$ cat src/rtl/cache_pkg.sv
// Shared cache configuration: default geometry, refill FSM encodings and
// address field helpers used by the tag array, data array and line fill unit.
package cache_pkg;

    localparam int CACHE_ADDR_W   = 32;
    localparam int CACHE_BLOCK_W  = 128;
    localparam int CACHE_WORD_W   = 32;
    localparam int CACHE_INDEX_W  = 10;
    localparam int CACHE_OFFSET_W = 4;

    localparam int CACHE_BEATS  = CACHE_BLOCK_W / CACHE_WORD_W;
    localparam int CACHE_BYTE_W = $clog2(CACHE_WORD_W / 8);
    localparam int CACHE_WSEL_W = CACHE_OFFSET_W - CACHE_BYTE_W;
    localparam int CACHE_TAG_W  = CACHE_ADDR_W - CACHE_INDEX_W - CACHE_OFFSET_W;

    localparam logic [1:0] ST_IDLE  = 2'd0;
    localparam logic [1:0] ST_REQ   = 2'd1;
    localparam logic [1:0] ST_RECV  = 2'd2;
    localparam logic [1:0] ST_WRITE = 2'd3;

    function automatic logic [CACHE_TAG_W-1:0] addr_tag(input logic [CACHE_ADDR_W-1:0] a);
        return a[CACHE_ADDR_W-1 -: CACHE_TAG_W];
    endfunction

    function automatic logic [CACHE_INDEX_W-1:0] addr_index(input logic [CACHE_ADDR_W-1:0] a);
        return a[CACHE_OFFSET_W +: CACHE_INDEX_W];
    endfunction

    function automatic logic [CACHE_OFFSET_W-1:0] addr_offset(input logic [CACHE_ADDR_W-1:0] a);
        return a[CACHE_OFFSET_W-1:0];
    endfunction

    function automatic logic [CACHE_WSEL_W-1:0] addr_wsel(input logic [CACHE_ADDR_W-1:0] a);
        return a[CACHE_BYTE_W +: CACHE_WSEL_W];
    endfunction

endpackage

$ cat src/rtl/fill_buffer.sv
// Line assembly buffer: BEATS word slots, each with its own write enable,
// presented as one flat line (slot w at [w*WORD_WIDTH +: WORD_WIDTH]).
module fill_buffer #(
    parameter int BEATS      = 4,
    parameter int WORD_WIDTH = 32
) (
    input  logic                        clk,
    input  logic                        rst_n,
    input  logic [BEATS-1:0]            we_i,
    input  logic [WORD_WIDTH-1:0]       wdata_i,
    output logic [BEATS*WORD_WIDTH-1:0] data_o
);

    logic [BEATS-1:0][WORD_WIDTH-1:0] slot_q;

    always_ff @(posedge clk or negedge rst_n) begin
        if (!rst_n) begin
            slot_q <= '0;
        end else begin
            for (int w = 0; w < BEATS; w++) begin
                if (we_i[w]) slot_q[w] <= wdata_i;
            end
        end
    end

    assign data_o = slot_q;

endmodule

$ cat src/rtl/line_fill_unit.sv
// Miss refill engine: issues one wrapping burst read, assembles the line,
// forwards the critical word early and writes the line to the data array.
module line_fill_unit
    import cache_pkg::*;
#(
    parameter int ADDR_WIDTH   = CACHE_ADDR_W,
    parameter int BLOCK_WIDTH  = CACHE_BLOCK_W,
    parameter int WORD_WIDTH   = CACHE_WORD_W,
    parameter int INDEX_WIDTH  = CACHE_INDEX_W,
    parameter int OFFSET_WIDTH = CACHE_OFFSET_W
) (
    input  logic                   clk,
    input  logic                   rst_n,
    input  logic                   miss_req_i,
    input  logic [ADDR_WIDTH-1:0]  miss_addr_i,
    output logic                   fill_busy_o,
    output logic                   mem_req_valid_o,
    input  logic                   mem_req_ready_i,
    output logic [ADDR_WIDTH-1:0]  mem_req_addr_o,
    input  logic                   mem_rvalid_i,
    input  logic [WORD_WIDTH-1:0]  mem_rdata_i,
    input  logic                   mem_rlast_i,
    input  logic                   mem_rerr_i,
    output logic                   crit_valid_o,
    output logic [WORD_WIDTH-1:0]  crit_data_o,
    output logic                   refill_o,
    output logic [INDEX_WIDTH-1:0] fill_index_o,
    output logic [BLOCK_WIDTH-1:0] data_block_o,
    output logic                   fill_err_o
);

    localparam int BEATS  = BLOCK_WIDTH / WORD_WIDTH;
    localparam int CNT_W  = $clog2(BEATS);
    localparam int BYTE_W = $clog2(WORD_WIDTH / 8);
    localparam int WADR_W = ADDR_WIDTH - BYTE_W;

    logic [1:0]        state_q, state_d;
    logic [WADR_W-1:0] addr_q;
    logic [CNT_W-1:0]  cnt_q;
    logic              err_q, err_d;

    logic              beat, last_cnt, beat_bad;
    logic [CNT_W-1:0]  wsel, slot;
    logic [BEATS-1:0]  slot_we;
    logic              unused_byte;

    // Byte lanes never reach memory; the request is word aligned.
    assign unused_byte = ^miss_addr_i[BYTE_W-1:0];

    assign wsel     = addr_q[OFFSET_WIDTH-BYTE_W-1:0];
    assign slot     = wsel + cnt_q;
    assign beat     = (state_q == ST_RECV) && mem_rvalid_i;
    assign last_cnt = (cnt_q == CNT_W'(BEATS - 1));
    // rlast must coincide exactly with the final beat: early or missing both abort.
    assign beat_bad = mem_rerr_i || (mem_rlast_i != last_cnt);
    assign slot_we  = beat ? (BEATS'(1) << slot) : '0;

    always_comb begin
        state_d = state_q;
        err_d   = 1'b0;
        case (state_q)
            ST_IDLE: if (miss_req_i) state_d = ST_REQ;
            ST_REQ:  if (mem_req_ready_i) state_d = ST_RECV;
            ST_RECV: begin
                if (beat) begin
                    if (beat_bad) begin
                        state_d = ST_IDLE;
                        err_d   = 1'b1;
                    end else if (last_cnt) begin
                        state_d = ST_WRITE;
                    end
                end
            end
            default: state_d = ST_IDLE;
        endcase
    end

    always_ff @(posedge clk or negedge rst_n) begin
        if (!rst_n) begin
            state_q <= ST_IDLE;
            addr_q  <= '0;
            cnt_q   <= '0;
            err_q   <= 1'b0;
        end else begin
            state_q <= state_d;
            err_q   <= err_d;
            if (state_q == ST_IDLE && miss_req_i) begin
                addr_q <= miss_addr_i[ADDR_WIDTH-1:BYTE_W];
                cnt_q  <= '0;
            end else if (beat) begin
                cnt_q <= cnt_q + 1'b1;
            end
        end
    end

    fill_buffer #(
        .BEATS      (BEATS),
        .WORD_WIDTH (WORD_WIDTH)
    ) u_buf (
        .clk     (clk),
        .rst_n   (rst_n),
        .we_i    (slot_we),
        .wdata_i (mem_rdata_i),
        .data_o  (data_block_o)
    );

    assign fill_busy_o     = (state_q != ST_IDLE);
    assign mem_req_valid_o = (state_q == ST_REQ);
    assign mem_req_addr_o  = {addr_q, {BYTE_W{1'b0}}};
    // An errored first beat carries no usable data, so it is not forwarded.
    assign crit_valid_o    = beat && (cnt_q == '0) && !mem_rerr_i;
    assign crit_data_o     = crit_valid_o ? mem_rdata_i : '0;
    assign refill_o        = (state_q == ST_WRITE);
    assign fill_index_o    = addr_q[OFFSET_WIDTH-BYTE_W +: INDEX_WIDTH];
    assign fill_err_o      = err_q;

endmodule

$ cat config.mk
export PLATFORM = sky130hd
export DESIGN_NAME = line_fill_unit
export DESIGN_NICKNAME = d
export VERILOG_FILES = /design/src/rtl/cache_pkg.sv /design/src/rtl/fill_buffer.sv /design/src/rtl/line_fill_unit.sv
export SDC_FILE = /design/constraint.sdc
export NUM_CORES = 1
export LEC_CHECK = 0
export ABC_AREA = 1
export BUFFER_PORTS_ARGS = -buffer_cell sky130_fd_sc_hd__buf_2
export CAP_MARGIN = 20
export CORE_UTILIZATION = 43
export CTS_CLUSTER_DIAMETER = 30
export CTS_CLUSTER_SIZE = 28
export DETAILED_ROUTE_END_ITERATION = 6
export GPL_TIMING_DRIVEN = 0
export PLACE_DENSITY = 0.72
export SLEW_MARGIN = 20
export SYNTH_ARGS = -nofsm -noshare
export SYNTH_HDL_FRONTEND = slang
export SYNTH_SLANG_ARGS = --single-unit
export TNS_END_PERCENT = 100
$ cat constraint.sdc
create_clock -name clk -period 1.7 [get_ports clk]
set_input_delay 0 -clock clk [delete_from_list [all_inputs] [get_ports clk]]
set_output_delay 0 -clock clk [all_outputs]
set_load 0.01 [all_outputs]
==> metrics <==
Hold Path End addr_q[1]; drt total wl ~23 mm; Site Rows 46; PwrDens 1830 nW/um2; worst reg2reg path depth 8; wire length per cell approximately 16 um; nets@finish between 1000 and 1500; global-route wire length before repair 34.6 mm; r2r endpoint u_buf.data_o[125]; Die H 131 um; Clk Tree Root Cell clkbuf_16; HPWL Detailed 15.5 mm; Slew HR 65.3%; CORE AREA ~16000 um2; largest net degree at the start of global routing 97; Final WS setup about 0.0081 ns; Synth area leader dfrtp_1; vias in the first global route about 6400; final core occ a little under two thirds; max_cap viols 0; Fillers ~1300; Max Root-Sink Buffers 2; top cells by count, synth 363 x nand2_1, 163 x dfrtp_1, 70 x nand3_1; Num CTS Buffers 17; hold_sp miss_req_i; FF+latch area between 4000 and 5000 um2; xor-xnor portion of the synthesized cell area 0%; mux cell area share after synthesis 0%; Worst-path clk slew around 0.06 ns; simple-gate share of the synthesized area between 30 and 40%; Hold Path Stages 5; Final Wtd Congestion between 0.8 and 0.9; Final Hold Vio Count 0; status complete, no violations; Mapped Avg Cell Area 8.58 um2; drt first pass iters 5; Reg2Reg Launch Point state_q[0]; Worst Tran Pin Value around 0.52 ns; Post-Synth Adder-Cell Area less than 1%; diodes inserted 0; Main synth FF type dfrtp_1; htree depth 4; max-slew violation count 0; Setup Crit Path Kind flip-flop to flip-flop; post-synthesis compound-gate area fraction less than 1%; distinct cell type count after synthesis 20; via count between 7000 and 8000; # IOs about 280; RSZ-0062 raised after global routing yes; Clock Skew around 0.0048 ns; area grow syn2layout 43.3%; CP endpoint kind flip-flop; antenna violations before repair 0; synth warn 0; Pleak around 6.0 nW; r2r setup slk 0.008 ns; clk_lat worst skew about 0.42 ns; TritonCTS clock tree yes; sequential-to-total area share from yosys stat between 50% and 60%; die area 17200 um2; GR Overflow Total 0; Total GRT Usage a little over a quarter; Port Buffers between 200 and 300; share of async-settable or async-resettable flops after synthesis 100%; most frequent cell after synthesis nand2_1; Final Cycle Share 99.5%; Initial Util 44.5%; critical path arrival 2.00 ns; Achievable Freq ~600 MHz; maximum VDD drop ~0.00089 V; DR vias/cell approximately 5; largest family of logic cells by synthesized area simple AND/OR/NAND/NOR gates; Setup Viol. Count Final 0; post-synthesis cell count 834; Hold WC Path Type primary input to flip-flop; Final min period around 1.7 ns; drt drc 0; post-synthesis cell area approximately 7000 um2; Worst EP required 2.00 ns; Yosys reg bits between 150 and 200; Crit Path Max Fanout 10; EDFF count, synth 0; Placement Setup Slack -0.0579 ns; area share of the largest cell type after synthesis between 50% and 60%; clk sinks about 160; number of DRC markers in iteration 0 approximately 370; Worst setup SP type flip-flop; chip width between 100 and 150 um; Synth area leaders dfrtp_1 57%, nand2_1 19%, nand4_1 5.7%, nand3_1 4.9%, inv_1 2.5%; Final ANT Viol Nets 0; footprint of the multi-input gates ~2500 um2; layout cell share with drive strength beyond 1 about a third
final cells by class:
cell class | instances | area share, %
clock buffers | 21 | 4.49
repair buffers | 345 | 20.5
clock inverters | 9 | 1.28
inverters | 51 | 1.89
multi-input cells | 553 | 24.1
flip-flops and latches | 163 | 39.8
well taps | 216 | 2.64
plain buffers | 68 | 5.30
timing repair:
action,4_1_cts,5_1_grt
resized for setup,17,26
pin swaps,1,3
hold buffers,67,0
setup buffers,2,2
setup endpoints to repair,92,156
endpoints found under the hold margin,228,0
through the flow:
step                      total power [mW]  cell area (um2)  hold slack [ns]  setup TNS, ns  instances
after floorplan                       11.1             7160           -0.296              0        835
after global placement                14.3             8790            0.202        -303.59       1324
after detailed placement              14.5             8830          -0.0103         -0.675       1325
after CTS                             18.6            10200         0.000369        -0.0175       1424
after global routing                  20.0            10300           0.0364          -2.11       1426
final                                 18.7            10300          0.00943              0       1426
critical path, cell delays in order (launching register included):
cell     delay (ns)
dfrtp_1        0.43
inv_2          0.12
nand3_4        0.09
buf_4          0.18
nor2_4         0.21
nand3_4        0.20
buf_4          0.23
nand2_1        0.06
nand2_1        0.06
logic make-up (layout without fill, tap and decap cells):
kind of cell / count (synthesis) / in the layout
adders and majority gates: 3 / 3
buffers and inverters: 119 / 494
DFF: 163 / 163
and+or+nand+nor: 543 / 543
other: 1 / 2
AOI/OAI and AO/OA: 5 / 5
worst max-delay path by stage:
stage / from / to / cells after the start
final: state_q[0] / u_buf.data_o[125] / 8
after global placement: rst_n / u_buf.data_o[37] / 1
after detailed placement: state_q[0] / crit_data_o[17] / 7
after global routing: state_q[0] / crit_data_o[24] / 7
after CTS: state_q[0] / crit_data_o[0] / 7
after floorplan: addr_q[0] / u_buf.data_o[100] / 7
power by group:
part           total (mW)  switching [mW]  internal (mW)
Sequential           6.87            1.13           5.74
Combinational        7.96            4.78           3.19
Clock                3.90            1.53           2.37
sequential cells by signal, summed over array words and instances (netlist names):
signal and count:
u_buf.data_o 128, fill_err_o 1, addr_q 30, state_q 2, cnt_q 2
metal layers:
metal	share of wire [%]	routed length [um]	global-route usage, %	vias up
met5	0	0	0	-
met4	2.2	500	8.72	0
met3	8.2	1870	7.13	38
met1	42	9550	34.1	3317
li1	-	-	-	3363
met2	47	10700	44.5	314
cells in the final DEF, fill, tap and decap left out, types with 2 or more instances in the layout:
cell | Yosys | routed
o21ai_0 | 2 | 2
dfrtp_1 | 163 | 163
clkinv_2 | 0 | 2
clkbuf_16 | 0 | 17
buf_4 | 20 | 25
conb_1 | 1 | 2
ha_1 | 3 | 2
clkbuf_4 | 0 | 5
buf_6 | 14 | 18
nand4_1 | 65 | 65
bufinv_16 | 0 | 3
clkinvlp_4 | 0 | 3
nor2_4 | 2 | 2
dlygate4sd3_1 | 0 | 67
nor2_2 | 1 | 5
nand3_1 | 70 | 68
nor2_1 | 38 | 34
buf_2 | 34 | 294
nand3_4 | 1 | 4
nand2_2 | 0 | 3
a21oi_1 | 2 | 2
inv_1 | 48 | 46
nand2_1 | 363 | 359
inv_2 | 3 | 4
clkbuf_1 | 0 | 2
buf_8 | 0 | 2
clkbuf_8 | 0 | 2
Note: power is estimated with default switching activity, not from simulation.
